--- config.mk ---
export PLATFORM = sky130hd
export DESIGN_NAME = record_play_controller
export DESIGN_NICKNAME = d
export VERILOG_FILES = /design/src/rtl/record_play_controller.sv
export SDC_FILE = /design/constraint.sdc
export NUM_CORES = 1
export LEC_CHECK = 0
export CORE_AREA = 3 3 98 100
export CTS_CLUSTER_SIZE = 24
export DETAILED_ROUTE_END_ITERATION = 10
export DIE_AREA = 0 0 101 103
export PLACE_DENSITY = 0.79
export SLEW_MARGIN = 15
export SYNTH_ARGS = -nofsm -noshare
export SYNTH_HDL_FRONTEND = slang
export SYNTH_SLANG_ARGS = --single-unit
--- constraint.sdc ---
create_clock -name i_clock -period 4.35 [get_ports i_clock]
set_input_delay 0.87 -clock i_clock [delete_from_list [all_inputs] [get_ports i_clock]]
set_output_delay 0.87 -clock i_clock [all_outputs]
set_load 0.01 [all_outputs]
--- src/rtl/record_play_controller.sv ---
// -----------------------------------------------------------------------------
// record_play_controller
//   Sequences the record/playback datapath: address counter, deserializer,
//   serializer and sample memory. The sample memory is split into NUM_SLOTS
//   equal slots. On request the block loads the address counter with the base
//   address of the selected slot. During record it gates memory writes, and it
//   tracks the recorded length of every slot. A take ends on stop, when the slot
//   is full, or when playback reaches the stored length.
//
// Ports
//   i_clock            system clock, rising edge
//   i_reset            asynchronous reset, active low
//   i_recordReq        1-cycle pulse, start recording i_slotSel
//   i_playReq          1-cycle pulse, start playing i_slotSel
//   i_stopReq          1-cycle pulse, end the current take
//   i_slotSel          slot for record/play, sampled in IDLE
//   i_desDone          deserializer has a sample (record strobe)
//   i_sDone            serializer consumed a sample (play strobe)
//   o_startCountRecord counter load, record
//   o_startCountPlay   counter load, play
//   o_startAddress     counter load value = slot base address
//   o_memWrite         memory write enable
//   o_recording        state == RECORD
//   o_playing          state == PLAY
//   o_busy             state != IDLE
//   o_done             1-cycle pulse at the end of any take
//   o_reject           1-cycle pulse when a play of an empty slot is refused
// -----------------------------------------------------------------------------
module record_play_controller #(
  parameter int ADDR_W    = 17,
  parameter int NUM_SLOTS = 4,
  localparam int SLOT_W   = $clog2(NUM_SLOTS)
) (
  input  logic              i_clock,
  input  logic              i_reset,
  input  logic              i_recordReq,
  input  logic              i_playReq,
  input  logic              i_stopReq,
  input  logic [SLOT_W-1:0] i_slotSel,
  input  logic              i_desDone,
  input  logic              i_sDone,
  output logic              o_startCountRecord,
  output logic              o_startCountPlay,
  output logic [ADDR_W-1:0] o_startAddress,
  output logic              o_memWrite,
  output logic              o_recording,
  output logic              o_playing,
  output logic              o_busy,
  output logic              o_done,
  output logic              o_reject
);

  localparam int SLOT_DEPTH = (2 ** ADDR_W) / NUM_SLOTS;
  // One extra bit so a completely full slot (SLOT_DEPTH samples) is representable.
  localparam int LEN_W      = $clog2(SLOT_DEPTH) + 1;
  localparam int OFF_W      = ADDR_W - SLOT_W;

  typedef enum logic [2:0] {
    S_IDLE      = 3'd0,
    S_LOAD_REC  = 3'd1,
    S_RECORD    = 3'd2,
    S_LOAD_PLAY = 3'd3,
    S_PLAY      = 3'd4,
    S_FINISH    = 3'd5
  } state_t;

  state_t             r_state;
  state_t             w_state_next;
  logic [SLOT_W-1:0]  r_slot;
  logic [LEN_W-1:0]   r_cnt;
  logic               r_stop_pend;
  logic               r_reject;

  logic               w_slot_load;
  logic               w_cnt_clr;
  logic               w_len_wr;
  logic               w_reject_next;
  logic               w_pend_next;
  logic               w_strobe;
  logic               w_stop_any;
  logic [LEN_W-1:0]   w_cnt_next;
  logic [LEN_W-1:0]   w_len [NUM_SLOTS];

  // A stop that arrived during a LOAD cycle is honoured at the first
  // RECORD/PLAY cycle, together with any strobe in that cycle.
  assign w_stop_any = i_stopReq | r_stop_pend;
  assign w_strobe   = ((r_state == S_RECORD) & i_desDone) |
                      ((r_state == S_PLAY)   & i_sDone);
  assign w_cnt_next = w_strobe ? (r_cnt + LEN_W'(1)) : r_cnt;

  // ---------------------------------------------------------------------------
  // State register
  // ---------------------------------------------------------------------------
  always_ff @(posedge i_clock or negedge i_reset) begin
    if (!i_reset) begin
      r_state <= S_IDLE;
    end else begin
      r_state <= w_state_next;
    end
  end

  // ---------------------------------------------------------------------------
  // Next-state and control decode
  // ---------------------------------------------------------------------------
  always_comb begin
    w_state_next  = r_state;
    w_slot_load   = 1'b0;
    w_cnt_clr     = 1'b0;
    w_len_wr      = 1'b0;
    w_reject_next = 1'b0;
    w_pend_next   = 1'b0;
    case (r_state)
      S_IDLE: begin
        // Record has priority over play; stop is meaningless here.
        if (i_recordReq) begin
          w_state_next = S_LOAD_REC;
          w_slot_load  = 1'b1;
        end else if (i_playReq) begin
          if (w_len[i_slotSel] != '0) begin
            w_state_next = S_LOAD_PLAY;
            w_slot_load  = 1'b1;
          end else begin
            w_reject_next = 1'b1;
          end
        end
      end
      S_LOAD_REC: begin
        w_cnt_clr    = 1'b1;
        w_pend_next  = i_stopReq;
        w_state_next = S_RECORD;
      end
      S_LOAD_PLAY: begin
        w_cnt_clr    = 1'b1;
        w_pend_next  = i_stopReq;
        w_state_next = S_PLAY;
      end
      S_RECORD: begin
        if (w_stop_any || (w_strobe && (w_cnt_next == LEN_W'(SLOT_DEPTH)))) begin
          w_state_next = S_FINISH;
          w_len_wr     = 1'b1;
        end
      end
      S_PLAY: begin
        if (w_stop_any || (w_strobe && (w_cnt_next == w_len[r_slot]))) begin
          w_state_next = S_FINISH;
        end
      end
      S_FINISH: begin
        w_state_next = S_IDLE;
      end
      default: begin
        w_state_next = S_IDLE;
      end
    endcase
  end

  // ---------------------------------------------------------------------------
  // Slot, sample counter, pending stop and reject pulse
  // ---------------------------------------------------------------------------
  always_ff @(posedge i_clock or negedge i_reset) begin
    if (!i_reset) begin
      r_slot      <= '0;
      r_cnt       <= '0;
      r_stop_pend <= 1'b0;
      r_reject    <= 1'b0;
    end else begin
      r_reject    <= w_reject_next;
      r_stop_pend <= w_pend_next;
      if (w_slot_load) begin
        r_slot <= i_slotSel;
      end
      if (w_cnt_clr) begin
        r_cnt <= '0;
      end else begin
        r_cnt <= w_cnt_next;
      end
    end
  end

  // ---------------------------------------------------------------------------
  // Per-slot recorded length; written only when a record take ends, so a
  // reset in the middle of a take leaves nothing behind.
  // ---------------------------------------------------------------------------
  for (genvar gi = 0; gi < NUM_SLOTS; gi++) begin : g_slot
    logic [LEN_W-1:0] r_len;

    always_ff @(posedge i_clock or negedge i_reset) begin
      if (!i_reset) begin
        r_len <= '0;
      end else if (w_len_wr && (r_slot == SLOT_W'(gi))) begin
        r_len <= w_cnt_next;
      end
    end

    assign w_len[gi] = r_len;
  end

  // ---------------------------------------------------------------------------
  // Outputs
  // ---------------------------------------------------------------------------
  // Slot base = slot index in the top address bits.
  assign o_startAddress     = {r_slot, {OFF_W{1'b0}}};
  assign o_startCountRecord = (r_state == S_LOAD_REC);
  assign o_startCountPlay   = (r_state == S_LOAD_PLAY);
  assign o_memWrite         = (r_state == S_RECORD) & i_desDone;
  assign o_recording        = (r_state == S_RECORD);
  assign o_playing          = (r_state == S_PLAY);
  assign o_busy             = (r_state != S_IDLE);
  assign o_done             = (r_state == S_FINISH);
  assign o_reject           = r_reject;

endmodule
==> qor.yml, run 1 <==
drive_gt1_share_pct: 27.4
final_hold_viol_count: 0
cp_max_fo: 13
yosysTopAreaCell: "dfrtp_1"
fmax_mhz: 259
portBuffers: 18
final.setup.tns_ps: 0
r2r_slack_ps: 900
hp-start: "g_slot[0].r_len[13]$_DFFE_PN0P_"
power_frac_seq_pct: 44.5
ir_drop_mv: 0.227
synth_seq_cells: 87
clock_latency_ps: 360
core_sq_mm: 0.00876
fin_crit_ps: 3860
fin_hold_ws_ps: 525
clock_skew_ps: 10.4
gr-total-overflow: 0
slowest_stage: "clkdlybuf4s50_1"
ant_nets: 0
p_total_mw: 2.42
path_common_cell: "buf_4"
syn_to_final_growth_pct: 8.90
synth_top_area_share_pct: 41.9
htreeDepth: 3
antenna_found_initial: 0
p_comb_share_pct: 32.2
gr-usage-all-layers_pct: 23.9
cts_resized: 0
fp.dieArea_sq_mm: 0.0104
final_cell_mix: "87 x dfrtp_1, 30 x mux2_4, 22 x mux2_2"
path_class: "input pin to register"
ys_warn_count: 0
grt_pass1_vias: 3483
clk_pin_slew_ps: 80
crit_chain: "clkdlybuf4s50_1 > nand3b_4 > a2111o_1 > a2111oi_2 > o2111ai_1 > nor4b_4 > buf_4 > o2111a_1 > buf_4 > mux2_1"
endpoint_kind: "register"
setup_ws_ps: 488
r2r.worst_path.cells: 10
regArea_sq_mm: 0.00218
switchingPower_mw: 0.866
p_clk_share_pct: 23.3
synth-edff-count: 0
vias_per_cell: 6.45
final-setup-viol-count: 0
die_x_um: 101
syn_avg_cell_area_sq_um: 12.7
first_pass_iters: 5
min_path_type: "register to register"
max-cap-violations: 0
power.share.switching_pct: 35.7
die_y_um: 103
fin_crit_sh_pct: 88.8
start_kind: "input pin"
post-cts-setup-buffers: 0
syn_area_sq_mm: 0.00519
cp_num_buf_inv: 3
tightest_slew_ps: 853
crit_arrival_ps: 4100
fp-row-count: 34
fin_nets: 444
wire_per_inst_um: 21.5
n_fill_cell: 663
clk_path_buf_depth: 2
synthTopCellsByArea: "dfrtp_1 42%, mux2_4 8.7%, mux4_2 6.9%"
syn_inst: 408
async_reset_ff_share_pct: 100
diodes: 0
leakage_nw: 2.70
hold_end: "g_slot[0].r_len[13]$_DFFE_PN0P_"
synthFlopType: "dfrtp_1"
hold_depth: 1
outcome: "completed"
ys_types: 63
grt_setup_unrepaired: "false"
vias: 3522
slew_headroom_pct: 43.1
maxSlewViolCount: 0
power_density_mw_per_mm2: 429
seq_area_frac_synth_pct: 41.9
finalWeightedCongestion: 0.960
r2r-end: "g_slot[0].r_len[12]$_DFFE_PN0P_"
drc: 0
first_iter_violations: 301
p_int_mw: 1.56
worstPathRequired_ps: 4580
timing.rr.start: "r_state[1]$_DFFE_PN0P_"
max_stage_delay_ps: 560
wl_um: 11700
cts-hold-fix-buffers: 0
cts_inserted_buffers: 9
dp_hpwl_um: 8490
pre_cts_ws_ps: 205
cts.sinks: 87
ctsRootBufferMaster: "clkbuf_8"
cp_top_family: "compound AO/OA/AOI/OAI gates"
grt_max_degree: 88
io_pins: 34
multi_input_area_sq_mm: 0.00278
start_util_pct: 59.2
grt_first_pass_wirelength_um: 19100
final_common_cell: "dfrtp_1"
cts_tree: "done"
==> power groups by stage <==
stage / Combinational [mW] / Sequential, mW / Clock [mW]
3_3_place_gp: 0.761 / 1.08 / 0
2_1_floorplan: 0.608 / 0.984 / 0
5_1_grt: 0.835 / 1.10 / 0.610
4_1_cts: 0.782 / 1.07 / 0.579
6_report: 0.780 / 1.08 / 0.565
3_5_place_dp: 0.780 / 1.09 / 0
==> registers in the layout (all words and copies together), names as in the netlist <==
name	flops
r_cnt	16
r_slot	2
r_stop_pend	1
r_state	3
g_slot.r_len	64
o_reject	1
==> metal layers <==
layer / vias to the layer above / share of wire [%] / track usage (%)
li1: 1552 / - / -
met1: 1780 / 43 / 33.6
met2: 168 / 48 / 37.7
met3: 22 / 7.1 / 4.94
met4: 0 / 2.3 / 7.46
met5: - / 0 / 0
==> per-stage QoR <==
stage               utilization (%)  cells  area [sq um]
global placement               62.2    531          5450
global route                   64.5    546          5650
detailed placement             62.2    531          5450
CTS                            64.4    546          5650
floorplan                         -    422          5240
finish                         64.5    546          5650
==> synth_stat cells, types with 5 or more instances <==
library cell,instances
nand2_1,11
inv_1,11
buf_6,5
xnor3_1,6
a2111oi_0,6
clkbuf_1,6
buf_2,6
mux2_4,30
nor2b_1,13
xnor2_1,12
a21oi_1,5
nor4_1,12
o21ai_0,6
o21a_1,5
nor2_1,16
mux2_2,22
mux2_1,16
nand4_1,10
xor2_1,9
dfrtp_1,87
mux4_2,16
buf_4,16
nor3_1,13
==> cell type report <==
cell class / count / area share [%]
Clock buffer: 9 / 2.19
Clock inverter: 6 / 1.24
Inverter: 12 / 0.797
Multi-Input combinational cell: 288 / 49.3
Sequential cell: 87 / 38.5
Tap cell: 108 / 2.39
Timing Repair Buffer: 36 / 5.60
==> worst max path at each step <==
stage	startpoint	to	slack, ps	cells past startpoint
2_1_floorplan	i_desDone	g_slot[0].r_len[10]$_DFFE_PN0P_	750	10
3_3_place_gp	i_desDone	g_slot[0].r_len[10]$_DFFE_PN0P_	240	10
3_5_place_dp	i_desDone	g_slot[0].r_len[12]$_DFFE_PN0P_	200	10
4_1_cts	i_desDone	g_slot[0].r_len[12]$_DFFE_PN0P_	530	10
5_1_grt	i_desDone	g_slot[0].r_len[12]$_DFFE_PN0P_	310	10
6_report	i_desDone	g_slot[0].r_len[12]$_DFFE_PN0P_	490	10
==> cells by family (layout without fill, tap and decap cells) <==
logic type / after synthesis / in the layout / synth area share (%)
compound gates: 50 / 50 / 8.87
mux: 84 / 84 / 23.9
simple gates: 110 / 110 / 13.0
buf+inv: 47 / 63 / 5.42
other cells: 1 / 15 / 0.0723
flops: 87 / 87 / 41.9
fa+ha+maj: 1 / 1 / 0.241
xor+xnor: 28 / 28 / 6.61
==> worst reg2reg max path, delay by kind of cell, from the launching register on <==
kind                   cells  cell delay (ps)
AO/OA/AOI/OAI              3              920
AND/OR/NAND/NOR            2              630
buffers and inverters      3              670
XOR/XNOR                   1              220
multiplexers               1              370
flip-flops                 1              530
Power figures use the tool's default switching activity.
==> run 2: changes to the inputs <==
--- a/config.mk
+++ b/config.mk
@@ -8,2 +8,3 @@
 export CORE_AREA = 3 3 98 100
+export CTS_CLUSTER_DIAMETER = 200
 export CTS_CLUSTER_SIZE = 24
@@ -12,3 +13,2 @@
 export PLACE_DENSITY = 0.79
-export SLEW_MARGIN = 15
 export SYNTH_ARGS = -nofsm -noshare
==> constraint.sdc (replaced) <==
create_clock -name i_clock -period 4.35 [get_ports i_clock]
set_input_delay 1.305 -clock i_clock [delete_from_list [all_inputs] [get_ports i_clock]]
set_output_delay 1.305 -clock i_clock [all_outputs]
set_load 0.01 [all_outputs]
==> qor.yml, run 2 (synthesis gave the netlist of run 1 again) <==
antenna_found_initial: 0  # unchanged
ant_nets: 0  # unchanged
n_fill_cell: 648  # -2.3%
grt_first_pass_wirelength_um: 20200  # +5.7%
cts_inserted_buffers: 9  # unchanged
htreeDepth: 3  # unchanged
endpoint_kind: "register"
cts_resized: 0  # unchanged
cts-hold-fix-buffers: 0  # unchanged
vias_per_cell: 6.43  # -0.29%
clk_pin_slew_ps: 80  # about the same
maxSlewViolCount: 0  # unchanged
fin_crit_sh_pct: 95.8  # +7.0 points
max_stage_delay_ps: 580  # +20 ps
first_iter_violations: 266  # -12%
final-setup-viol-count: 0  # unchanged
portBuffers: 18  # unchanged
min_path_type: "register to register"
clock_latency_ps: 370  # about the same
fin_nets: 448  # +0.90%
drc: 0  # unchanged
cp_num_buf_inv: 4  # +1
ctsRootBufferMaster: "clkbuf_8"
core_sq_mm: 0.00876  # unchanged
busiest_layer: "met2"
ir_drop_mv: 0.187  # -18%
slew_headroom_pct: 21.3  # -22 points
final_hold_viol_count: 0  # unchanged
cp_max_fo: 16  # +3
grtUsageMet2_pct: 41.8  # +4.1 points
fmax_mhz: 240  # -7.3%
grt_max_degree: 88  # unchanged
cts.sinks: 87  # unchanged
crit_arrival_ps: 4400  # +300 ps
gr-usage-met3_pct: 5.07  # +0.14 points
max-cap-violations: 0  # unchanged
largest_reg_flops: 64  # unchanged
gr-total-overflow: 0  # unchanged
die_y_um: 103  # unchanged
pre_cts_ws_ps: -123  # -327 ps
wl_um: 12200  # +4.3%
drive_gt1_share_pct: 28.2  # +0.82 points
die_x_um: 101  # unchanged
top_register: "g_slot.r_len"
finalWeightedCongestion: 0.933  # -2.8%
final_cell_mix: "87 x dfrtp_1, 30 x mux2_4, 22 x mux2_2"
setup_ws_ps: 184  # -304 ps
outcome: "completed"
start_kind: "input pin"
fp.dieArea_sq_mm: 0.0104  # unchanged
syn_to_final_growth_pct: 10.6
p_total_mw: 2.45  # +1.0%
path_class: "input pin to register"
diodes: 0  # unchanged
io_pins: 34  # unchanged
dp_hpwl_um: 8770  # +3.3%
final_common_cell: "dfrtp_1"
crit_chain: "clkdlybuf4s50_1 > nand3b_4 > a2111oi_0 > buf_4 > and4_1 > o211ai_1 > nor4b_4 > buf_4 > o2111a_1 > buf_12 > mux2_1"
path_common_cell: "buf_4"
gr-usage-all-layers_pct: 25.6  # +1.6 points
wire_per_inst_um: 22.2  # +3.4%
grt_setup_unrepaired: "false"
reg_top3: "g_slot.r_len (64), r_cnt (16), r_state (3)"
post-cts-setup-buffers: 0  # unchanged
clock_skew_ps: 17.5  # +7.12 ps
slowest_stage: "a2111oi_0"
power_density_mw_per_mm2: 427  # -0.50%
worstPathRequired_ps: 4580  # about the same
met1_usage_pct: 33.6  # -0.088 points
cp_top_family: "buffers and inverters"
cts_tree: "done"
grt_pass1_vias: 3767  # +8.2%
tightest_slew_ps: 1180  # +324 ps
first_pass_iters: 4  # -1
start_util_pct: 59.2  # unchanged
fp-row-count: 34  # unchanged
fin_crit_ps: 4170  # +304 ps
leakage_nw: 2.74  # +1.8%
clk_path_buf_depth: 2  # unchanged
vias: 3544  # +0.62%
fin_hold_ws_ps: 532  # +7.67 ps
-- run 2: power breakdown --
part           internal [mW]  switching, mW  leakage, nW  total [mW]
combinational          0.399          0.416         1.44       0.815
clock                  0.284          0.301       0.0993       0.585
sequential             0.898          0.151         1.20        1.05
total                   1.58          0.868         2.74        2.45
-- run 2: final timing paths --
kind                            slack (ps)                        endpoint  cells after the start                           start
worst max-delay path                   180  g_slot[0].r_len[8]$_DFFE_PN0P_                     11                       i_desDone
worst min-delay path                   530  g_slot[0].r_len[6]$_DFFE_PN0P_                      1  g_slot[0].r_len[6]$_DFFE_PN0P_
worst max register to register         910  g_slot[0].r_len[8]$_DFFE_PN0P_                     10          r_state[1]$_DFFE_PN0P_
worst min register to register         530  g_slot[0].r_len[6]$_DFFE_PN0P_                      1  g_slot[0].r_len[6]$_DFFE_PN0P_
max in group asynchronous             2500             r_cnt[15]$_DFF_PN0_                      1                         i_reset
min in group asynchronous             1110           r_stop_pend$_DFF_PN0_                      1                         i_reset
-- run 2: stage by stage --
step	std cells	TNS [ps]	util, %	cell area, sq um
global route	551	0	65.5	5740
detailed placement	535	-2730	63.1	5530
finish	551	0	65.5	5740
floorplan	422	0	-	5240
CTS	551	0	65.5	5740
global placement	535	-722	63.1	5530
-- run 2: cell type report --
class	instances	area (sq um)	area share [%]
Clock buffer	10	138	2.40
Clock inverter	6	67.6	1.18
Inverter	12	45.0	0.785
Multi-Input combinational cell	288	2780	48.5
Sequential cell	87	2180	37.9
Tap cell	108	135	2.35
Timing Repair Buffer	40	393	6.85
-- run 2: layer usage --
| layer | routed length, um | share of wire, % | up-vias |
|---|---|---|---|
| met5 | 0 | 0 | - |
| met4 | 390 | 3.2 | 0 |
| met3 | 716 | 5.9 | 35 |
| met2 | 6000 | 49 | 131 |
| met1 | 5120 | 42 | 1817 |
| li1 | - | - | 1561 |
